File: config.mk
export PLATFORM = sky130hd
export DESIGN_NAME = cpu_sequencer_flat
export DESIGN_NICKNAME = d
export VERILOG_FILES = /design/src/rtl/cpu_pkg.sv /design/src/rtl/cpu_sequencer_if.sv /design/src/rtl/cpu_sequencer_perf_counter.sv /design/src/rtl/cpu_sequencer.sv /design/src/flat_wrapper.sv
export SDC_FILE = /design/constraint.sdc
export NUM_CORES = 1
export LEC_CHECK = 0
export ABC_AREA = 0
export CAP_MARGIN = 10
export CORE_MARGIN = 2
export CORE_UTILIZATION = 44
export CTS_BUF_LIST = sky130_fd_sc_hd__clkbuf_16
export DETAILED_ROUTE_END_ITERATION = 7
export PLACE_DENSITY = 0.76
export REMOVE_ABC_BUFFERS = 1
export SLEW_MARGIN = 20
export SYNTH_ARGS = -nofsm -noshare
export SYNTH_HDL_FRONTEND = slang
export SYNTH_SLANG_ARGS = --single-unit
File: constraint.sdc
create_clock -name clk -period 2 [get_ports clk]
set_input_delay 0.3 -clock clk [delete_from_list [all_inputs] [get_ports clk]]
set_output_delay 0.3 -clock clk [all_outputs]
set_load 0.01 [all_outputs]
File: src/rtl/cpu_pkg.sv
// Shared core definitions: sequencer states, reset/halt constants, jump opcodes.
package cpu_pkg;

    localparam int PC_W = 15;
    localparam int CNT_W = 32;

    localparam logic [PC_W-1:0] RESET_PC = 15'd0;
    localparam logic [5:0] HALT_OP = 6'b111111;

    localparam logic [5:0] OP_J   = 6'b011000;
    localparam logic [5:0] OP_JR  = 6'b011001;
    localparam logic [5:0] OP_JAL = 6'b011010;

    typedef enum logic [1:0] {
        IDLE   = 2'd0,
        FETCH  = 2'd1,
        EXEC   = 2'd2,
        HALTED = 2'd3
    } seq_state_t;

endpackage

File: src/rtl/cpu_sequencer_if.sv
// Host/core-facing bundle of the run sequencer.
// Breakpoint signals exist only with CPU_SEQ_BREAKPOINT_EN.
interface cpu_sequencer_if
    import cpu_pkg::*;
#(
    parameter int PC_W_P = PC_W,
    parameter int CNT_W_P = CNT_W
);
    logic start;
    logic halt_req;
    logic step;
    logic [5:0] opcode;
    logic PC_control;
    logic [PC_W_P-1:0] j_instr_addr;
    logic [PC_W_P-1:0] PC;
    logic core_en;
    logic busy;
    logic halted;
    logic retire;
    logic [CNT_W_P-1:0] cycle_count;
    logic [CNT_W_P-1:0] instr_count;
`ifdef CPU_SEQ_BREAKPOINT_EN
    logic bp_valid;
    logic [PC_W_P-1:0] bp_addr;
`endif

    modport master (
        output start, halt_req, step, opcode,
        output PC_control, j_instr_addr,
`ifdef CPU_SEQ_BREAKPOINT_EN
        output bp_valid, bp_addr,
`endif
        input PC, core_en, busy, halted, retire,
        input cycle_count, instr_count
    );

    modport slave (
        input start, halt_req, step, opcode,
        input PC_control, j_instr_addr,
`ifdef CPU_SEQ_BREAKPOINT_EN
        input bp_valid, bp_addr,
`endif
        output PC, core_en, busy, halted, retire,
        output cycle_count, instr_count
    );

endinterface

File: src/rtl/cpu_sequencer_perf_counter.sv
// Width-parameterised wrapping event counter with synchronous clear.
module perf_counter #(
    parameter int W = 32
) (
    input  logic         clk,
    input  logic         rst,
    input  logic         clr_i,
    input  logic         en_i,
    output logic [W-1:0] count_o
);

    logic [W-1:0] count_q;
    logic [W-1:0] count_d;

    always_comb begin
        count_d = count_q;
        if (clr_i) begin
            count_d = '0;
        end else if (en_i) begin
            count_d = count_q + W'(1);
        end
    end

    always_ff @(posedge clk) begin
        if (rst) begin
            count_q <= '0;
        end else begin
            count_q <= count_d;
        end
    end

    assign count_o = count_q;

endmodule

File: src/rtl/cpu_sequencer.sv
// Two-phase run controller owning the PC; gates core commits via core_en.
// Optional PC breakpoint: define CPU_SEQ_BREAKPOINT_EN.
module cpu_sequencer
    import cpu_pkg::*;
#(
    parameter int PC_W_P = PC_W,
    parameter logic [PC_W_P-1:0] RESET_PC_P = RESET_PC,
    parameter logic [5:0] HALT_OP_P = HALT_OP,
    parameter int CNT_W_P = CNT_W
) (
    input logic clk,
    input logic rst,
    cpu_sequencer_if.slave bus
);

    seq_state_t state_q, state_d;
    logic [PC_W_P-1:0] pc_q, pc_d;
    logic step_mode_q, step_mode_d;
    logic bp_skip_q, bp_skip_d;
    logic is_halt_op;
    logic commit;
    logic bp_hit;

    assign is_halt_op = (bus.opcode == HALT_OP_P);
    // rst blocks the commit of an in-flight EXEC cycle.
    assign commit = (state_q == EXEC) && !is_halt_op && !rst;

`ifdef CPU_SEQ_BREAKPOINT_EN
    assign bp_hit = bus.bp_valid && (pc_q == bus.bp_addr) && !bp_skip_q;
`else
    assign bp_hit = 1'b0;
`endif

    always_comb begin
        state_d = state_q;
        pc_d = pc_q;
        step_mode_d = step_mode_q;
        bp_skip_d = bp_skip_q;
        unique case (state_q)
            IDLE: begin
                if (bus.start) begin
                    state_d = FETCH;
                    pc_d = RESET_PC_P;
                end
            end
            FETCH: begin
                if (bus.halt_req) begin
                    state_d = HALTED;
                end else if (bp_hit) begin
                    state_d = HALTED;
                    bp_skip_d = 1'b1;
                end else begin
                    state_d = EXEC;
                end
            end
            EXEC: begin
                if (is_halt_op) begin
                    state_d = HALTED;
                end else begin
                    pc_d = bus.PC_control ? bus.j_instr_addr
                                          : pc_q + PC_W_P'(1);
                    bp_skip_d = 1'b0;
                    if (step_mode_q || bus.halt_req) begin
                        state_d = HALTED;
                    end else begin
                        state_d = FETCH;
                    end
                end
            end
            HALTED: begin
                if (bus.step) begin
                    state_d = FETCH;
                    step_mode_d = 1'b1;
                end else if (bus.start && !bus.halt_req) begin
                    state_d = FETCH;
                    step_mode_d = 1'b0;
                end
            end
            default: state_d = IDLE;
        endcase
    end

    always_ff @(posedge clk) begin
        if (rst) begin
            state_q <= IDLE;
            pc_q <= RESET_PC_P;
            step_mode_q <= 1'b0;
            bp_skip_q <= 1'b0;
        end else begin
            state_q <= state_d;
            pc_q <= pc_d;
            step_mode_q <= step_mode_d;
            bp_skip_q <= bp_skip_d;
        end
    end

    assign bus.PC = pc_q;
    assign bus.core_en = commit;
    assign bus.retire = commit;
    assign bus.busy = (state_q == FETCH) || (state_q == EXEC);
    assign bus.halted = (state_q == HALTED);

    perf_counter #(.W(CNT_W_P)) u_cycle_cnt (
        .clk(clk),
        .rst(rst),
        .clr_i(1'b0),
        .en_i(bus.busy),
        .count_o(bus.cycle_count)
    );

    perf_counter #(.W(CNT_W_P)) u_instr_cnt (
        .clk(clk),
        .rst(rst),
        .clr_i(1'b0),
        .en_i(commit),
        .count_o(bus.instr_count)
    );

endmodule
File: src/flat_wrapper.sv
// flat-port wrapper written by rule: the top's interface ports become plain ports
module cpu_sequencer_flat import cpu_pkg::*;
#(
    parameter int PC_W_P = PC_W,
    parameter logic [PC_W_P-1:0] RESET_PC_P = RESET_PC,
    parameter logic [5:0] HALT_OP_P = HALT_OP,
    parameter int CNT_W_P = CNT_W
)
  (clk, rst, bus_start, bus_halt_req, bus_step, bus_opcode, bus_PC_control, bus_j_instr_addr, bus_PC, bus_core_en, bus_busy, bus_halted, bus_retire, bus_cycle_count, bus_instr_count);
  cpu_sequencer_if #(.PC_W_P(PC_W_P), .CNT_W_P(CNT_W_P)) bus_i ();
  input logic clk;
  input logic rst;
  input wire logic [$bits(bus_i.start)-1:0] bus_start;
  input wire logic [$bits(bus_i.halt_req)-1:0] bus_halt_req;
  input wire logic [$bits(bus_i.step)-1:0] bus_step;
  input wire logic [$bits(bus_i.opcode)-1:0] bus_opcode;
  input wire logic [$bits(bus_i.PC_control)-1:0] bus_PC_control;
  input wire logic [$bits(bus_i.j_instr_addr)-1:0] bus_j_instr_addr;
  output wire logic [$bits(bus_i.PC)-1:0] bus_PC;
  output wire logic [$bits(bus_i.core_en)-1:0] bus_core_en;
  output wire logic [$bits(bus_i.busy)-1:0] bus_busy;
  output wire logic [$bits(bus_i.halted)-1:0] bus_halted;
  output wire logic [$bits(bus_i.retire)-1:0] bus_retire;
  output wire logic [$bits(bus_i.cycle_count)-1:0] bus_cycle_count;
  output wire logic [$bits(bus_i.instr_count)-1:0] bus_instr_count;
  assign bus_i.start = bus_start;
  assign bus_i.halt_req = bus_halt_req;
  assign bus_i.step = bus_step;
  assign bus_i.opcode = bus_opcode;
  assign bus_i.PC_control = bus_PC_control;
  assign bus_i.j_instr_addr = bus_j_instr_addr;
  assign bus_PC = bus_i.PC;
  assign bus_core_en = bus_i.core_en;
  assign bus_busy = bus_i.busy;
  assign bus_halted = bus_i.halted;
  assign bus_retire = bus_i.retire;
  assign bus_cycle_count = bus_i.cycle_count;
  assign bus_instr_count = bus_i.instr_count;
  cpu_sequencer #(.PC_W_P(PC_W_P), .RESET_PC_P(RESET_PC_P), .HALT_OP_P(HALT_OP_P), .CNT_W_P(CNT_W_P)) u_core (.clk(clk), .rst(rst), .bus(bus_i));
endmodule
; ---- Word-level counts from Yosys, hierarchy flattened
; Cells that the tools add are included.
[word_totals]
ff_bits = 82
out_inout_bits = 83
wordCells = 42
[op_classes]
addsub = 3
eq_ne = 7
mux = 13
n_reduce_logical = 14
[op_table]
columns = operator, n
row1 = $add A32 B1 Y32 const B, 2
row2 = $mux W15, 3
row3 = $pmux W15 S2, 1
row4 = $add A15 B1 Y15 const B, 1
row5 = $mux W2, 5
row6 = $pmux W2 S4, 1
row7 = $eq A6 B6 Y1 const B, 1
row8 = $eq A2 B2 Y1 const B, 2
row9 = $ne A2 B2 Y1 const B, 2
row10 = $reduce_and A2 Y1, 2
row11 = $reduce_bool A2 Y1, 2
row12 = $logic_and A1 B1 Y1, 3
row13 = $logic_not A1 Y1, 3
row14 = $mux W1, 3
row15 = $ne A3 B2 Y1 const B, 1
row16 = $reduce_and A3 Y1, 1
row17 = $eq A2 B1 Y1 const B, 1
row18 = $logic_not A2 Y1, 1
row19 = $logic_or A1 B1 Y1, 2

; ---- Longest topological paths before layout
[logic_depth]
depth_word = 5
ltp_mapped = 9
depth_no_buf = 7

; ---- Modules after synthesis
; Synthesis repeated with hierarchy kept, for this count alone.
[unflattened]
cells_unflattened = 503
area_unflattened_um2 = 4415.5
[modules_own_cells]
columns = module, instances, cells_per_inst, area_each_um2, seq_area_each_um2
row1 = perf_counter, 2, 173, 1560.2, 640.6
row2 = cpu_sequencer, 1, 157, 1295.0, 360.3

; ---- Worst setup path before layout
; Ideal clock, no wire load.
[synth_timing]
path_type = register -> register
start = reg u_core.state_q[0]
end = reg u_core.u_cycle_cnt.count_q[25] (netlist: u_core.u_cycle_cnt.count_o[25])
setup_time_ns = 0.128
t_arrival_ns = 1.933
required_ns = 1.872
slack_ns = -0.061
stages_incl_launch_ff = 9
path_buffers = 1
synth_period_minus_slack_ns = 2.061
cell_sequence = dfxtp_1 > inv_1 > ha_1 > buf_4 > nand4_1 > nor4_4 > nand4_1 > xor2_1 > nor2_1
[synth_between]
elab_chain_cells = 2
word_cells_on_any_way = 3
classes_between = eq/ne (2) / reduce/logical (1)
[synth_lines]
columns = element, line
row1 = "start, declared", cpu_sequencer.sv:16  ; seq_state_t state_q, state_d;
row2 = "start signal, assigned", cpu_sequencer.sv:90  ; state_q <= state_d;
row3 = $eq A2 B1 Y1 or $eq A2 B2 Y1 (tied branches), cpu_sequencer.sv:100  ; assign bus.busy = (state_q == FETCH) || (state_q == EXEC);
row4 = $logic_or A1 B1 Y1 *, cpu_sequencer.sv:100
row5 = named net bus_busy, flat_wrapper.sv:21  ; output wire logic [$bits(bus_i.busy)-1:0] bus_busy;
row6 = "end signal, assigned", cpu_sequencer_perf_counter.sv:28  ; count_q <= count_d;
row7 = "end, declared", cpu_sequencer_perf_counter.sv:12  ; logic [W-1:0] count_q;
; Mark *: on every way through the listed nets, which the timed path passes. The rest lies on a longest branch.
; A chain may end at the register's enable or synchronous reset.

; ---- Final worst setup path
[layout_timing]
start = reg u_core.state_q[0]
end = out bus_halted
[layout_between]
elab_chain_cells = 1
[layout_lines]
columns = element, line
row1 = $eq A2 B2 Y1, cpu_sequencer.sv:101  ; assign bus.halted = (state_q == HALTED);
row2 = "end, declared", flat_wrapper.sv:22  ; output wire logic [$bits(bus_i.halted)-1:0] bus_halted;
; Every way passes these cells.

==> impl_metrics.tcl <==
set metrics [dict create \
    switching_share_pct 24.5 \
    diodes 0 \
    finalSetupViolations 0 \
    hold-path-endpoint "u_core.step_mode_q" \
    finish.utilization_pct 63.4 \
    wl_per_cell_um 15.1 \
    initial_core_util_pct 45.2 \
    nets 664 \
    grt_usage_pct 22.2 \
    place_area_mm2 0.00551 \
    ys.flop_type "dfxtp_1" \
    tritoncts "done" \
    seqPwrFrac_pct 44.8 \
    ys_seq_elements 82 \
    top_level_ports 110 \
    worstPathArrival_ps 1640 \
    cts_hold_repair.buffers 0 \
    fmax_ghz 0.516 \
    path_clk_slew_ps 60 \
    clkPwrFrac_pct 43.3 \
    synth-edff-count 0 \
    postSynth.asyncResetShare_pct 0 \
    synth_cell_types 50 \
    stdcell_area_mm2 0.00583 \
    route.detailed.drc 0 \
    drt-total-wl_um 11300 \
    r2r-start "u_core.state_q[0]" \
    period_share_pct 96.8 \
    clockBufferDepth 2 \
    reg2reg_depth 8 \
    power.internal_mw 2.84 \
    antenna_found_initial 0 \
    htreeDepth 3 \
    peakVddDrop_mv 0.449 \
    synth_area_mm2 0.00416 \
    cts_root_buf "clkbuf_16" \
    drt_iter0_drc 183 \
    avgSynthCellArea_um2 8.24 \
    cp-start-kind "flop" \
    critical_path_class "reg -> out" \
    p_per_area_mw_per_mm2 646 \
    combPwrFrac_pct 11.8 \
    worstHoldStart "u_core.step_mode_q" \
    min_period_ps 1940 \
    cts_sinks 82 \
    path_max_fanout 4 \
    power.switching_mw 0.922 \
    ant_nets 0 \
    core_area_mm2 0.00920 \
    gp_congestion 0.888 \
    leakagePower_nw 2.00 \
    die_width_um 101 \
    dr.pass1.iters 4 \
    clock_latency_ps 330 \
    relSlewSlack_pct 64.2 \
    synth_warnings 0 \
    crit_path_end_kind "primary output" \
    grt_pass1_wl_um 18700 \
    finalHoldViolations 0 \
    drive_gt1_share_pct 9.94 \
    drv_cap 0 \
    status "complete, no violations" \
    grt_overflow 0 \
    grt_max_degree 53 \
    reg2reg_to "u_core.u_instr_cnt.count_o[30]" \
    die-area_mm2 0.0102 \
    maxSlewViolCount 0 \
    num_rows 35 \
    syn_inst 504 \
    fp.dieH_um 101 \
    ys_seq_area_share_pct 39.5 \
    fin_skew_ps 8.06 \
    postCtsSetupBuffers 0 \
    detail_route.vias_per_cell 5.53 \
    hpwl_um 8120 \
    worst_slack_ps 63.0 \
    vias 4119 \
    grt_pass1_vias 4029 \
    numCtsBuffers 9 \
    hold_depth 2 \
    area_growth_pct 40.3 \
    grt_setup_unrepaired "false" \
    tightest_slew_ps 537 \
    regToRegSetupSlack_ps 140 \
    critPathRequiredTime_ps 1700 \
    pre_cts_slack_ps -6.53 \
    io_buffers 109 \
    hold_class "reg -> reg" \
]
## layer usage
layer,wire (um),track usage [%],up-vias
met2,5500,37.4,132
li1,-,-,2021
met4,124,7.90,0
met1,4970,28.2,1954
met5,0,0,-
met3,686,4.49,12
## registers in the layout, summed over array words and instances (netlist names)
| register | count |
|---|---|
| u_core.u_cycle_cnt.count_o | 32 |
| u_core.step_mode_q | 1 |
| u_core.state_q | 2 |
| u_core.u_instr_cnt.count_o | 32 |
| u_core.bus.PC | 15 |
## stage by stage
stage,power (mW),hold slack [ps],instances,TNS [ps]
after detailed placement,2.15,488,730,-6.53
after global placement,2.13,478,730,0
after global routing,3.91,540,745,0
final,3.76,501,745,0
after CTS,3.79,494,745,0
after floorplan,1.91,369,481,-559
## power groups by stage
stage / combinational (mW) / clock (mW) / sequential, mW
2_1_floorplan: 0.179 / 0 / 1.73
3_3_place_gp: 0.412 / 0 / 1.72
3_5_place_dp: 0.428 / 0 / 1.72
4_1_cts: 0.444 / 1.67 / 1.68
5_1_grt: 0.486 / 1.74 / 1.69
6_report: 0.445 / 1.63 / 1.69
## how the worst max path moves through the flow
stage,start,end,depth (start not counted)
after floorplan,u_core.state_q[0],u_core.u_cycle_cnt.count_o[25],7
after CTS,u_core.state_q[0],bus_retire,6
after detailed placement,bus_opcode[3],u_core.bus.PC[1],7
after global routing,u_core.state_q[0],bus_halted,3
after global placement,bus_opcode[3],u_core.state_q[1],7
final,u_core.state_q[0],bus_halted,3
## kinds of logic after synthesis
family / Yosys count / share of synthesized area [%]
AOI/OAI and AO/OA: 68 / 10.6
xor gates and xnor gates: 59 / 12.4
adders and majority gates: 7 / 2.11
buffers and inverters: 43 / 4.19
DFF: 82 / 39.5
muxes: 2 / 0.512
and+or+nand+nor: 243 / 30.6
## cells in the final DEF (no fill, tap or decap), types with 6 or more instances in the layout
cell type        netlist  routed
a21oi_1               21      21
and3_1                 8       8
and4_1                10      10
buf_4                  2      27
clkbuf_16              0       9
clkdlybuf4s50_1        0     105
dfxtp_1               82      81
inv_1                 20      19
nand2_1               36      36
nand2b_1               6       6
nand3_1               29      29
nand4_1               19      19
nor2_1                73      73
nor3_1                15      15
nor4_1                14      13
o211ai_1               7       7
o21ai_0               13      13
o32ai_1                6       6
or3_1                  9       9
xnor2_1               27      27
xor2_1                32      32
## what timing repair did
action / 4_1_cts / 5_1_grt
endpoints found under the hold margin: 0 / 0
setup endpoints to repair: 3 / 21
gates resized for setup: 7 / 7
pin swaps: 0 / 1
## cell usage after synthesis (2+ instances only)
| master | n | area, um^2 |
|---|---|---|
| inv_1 | 20 | 75.1 |
| nor3_1 | 15 | 75.1 |
| xor2_1 | 32 | 280 |
| nor4_1 | 14 | 87.6 |
| and3_1 | 8 | 50.1 |
| nor4_4 | 2 | 42.5 |
| o32ai_1 | 6 | 52.6 |
| a31oi_1 | 4 | 25.0 |
| nor2b_1 | 4 | 25.0 |
| a22oi_1 | 2 | 15.0 |
| ha_1 | 7 | 87.6 |
| nand3_1 | 29 | 145 |
| or3_1 | 9 | 56.3 |
| and4_1 | 10 | 87.6 |
| a221oi_1 | 2 | 17.5 |
| xnor2_1 | 27 | 236 |
| or2_2 | 4 | 25.0 |
| a21oi_1 | 21 | 105 |
| o21ai_0 | 13 | 65.1 |
| and2_1 | 4 | 25.0 |
| buf_2 | 4 | 20.0 |
| nand3b_1 | 5 | 37.5 |
| buf_4 | 2 | 15.0 |
| nor2_1 | 73 | 274 |
| o211ai_1 | 7 | 52.6 |
| nand2_1 | 36 | 135 |
| dfxtp_1 | 82 | 1640 |
| nand4_1 | 19 | 119 |
| nand2b_1 | 6 | 37.5 |
| clkbuf_1 | 17 | 63.8 |
## critical path, cell delays in order (launching register included)
cell	delay [ps]
dfxtp_1	360
buf_4	140
ha_1	220
clkdlybuf4s50_1	600
## cell type report
cell class	count	area [um^2]
multi-input combinational	379	2370
timing repair buffer	138	1310
sequential	82	1640
fill	812	3370
clock inverter	6	66.3
tap	111	139
inverter	20	75.1
clock buffer	9	225
Note: power is estimated with default switching activity, not from simulation.
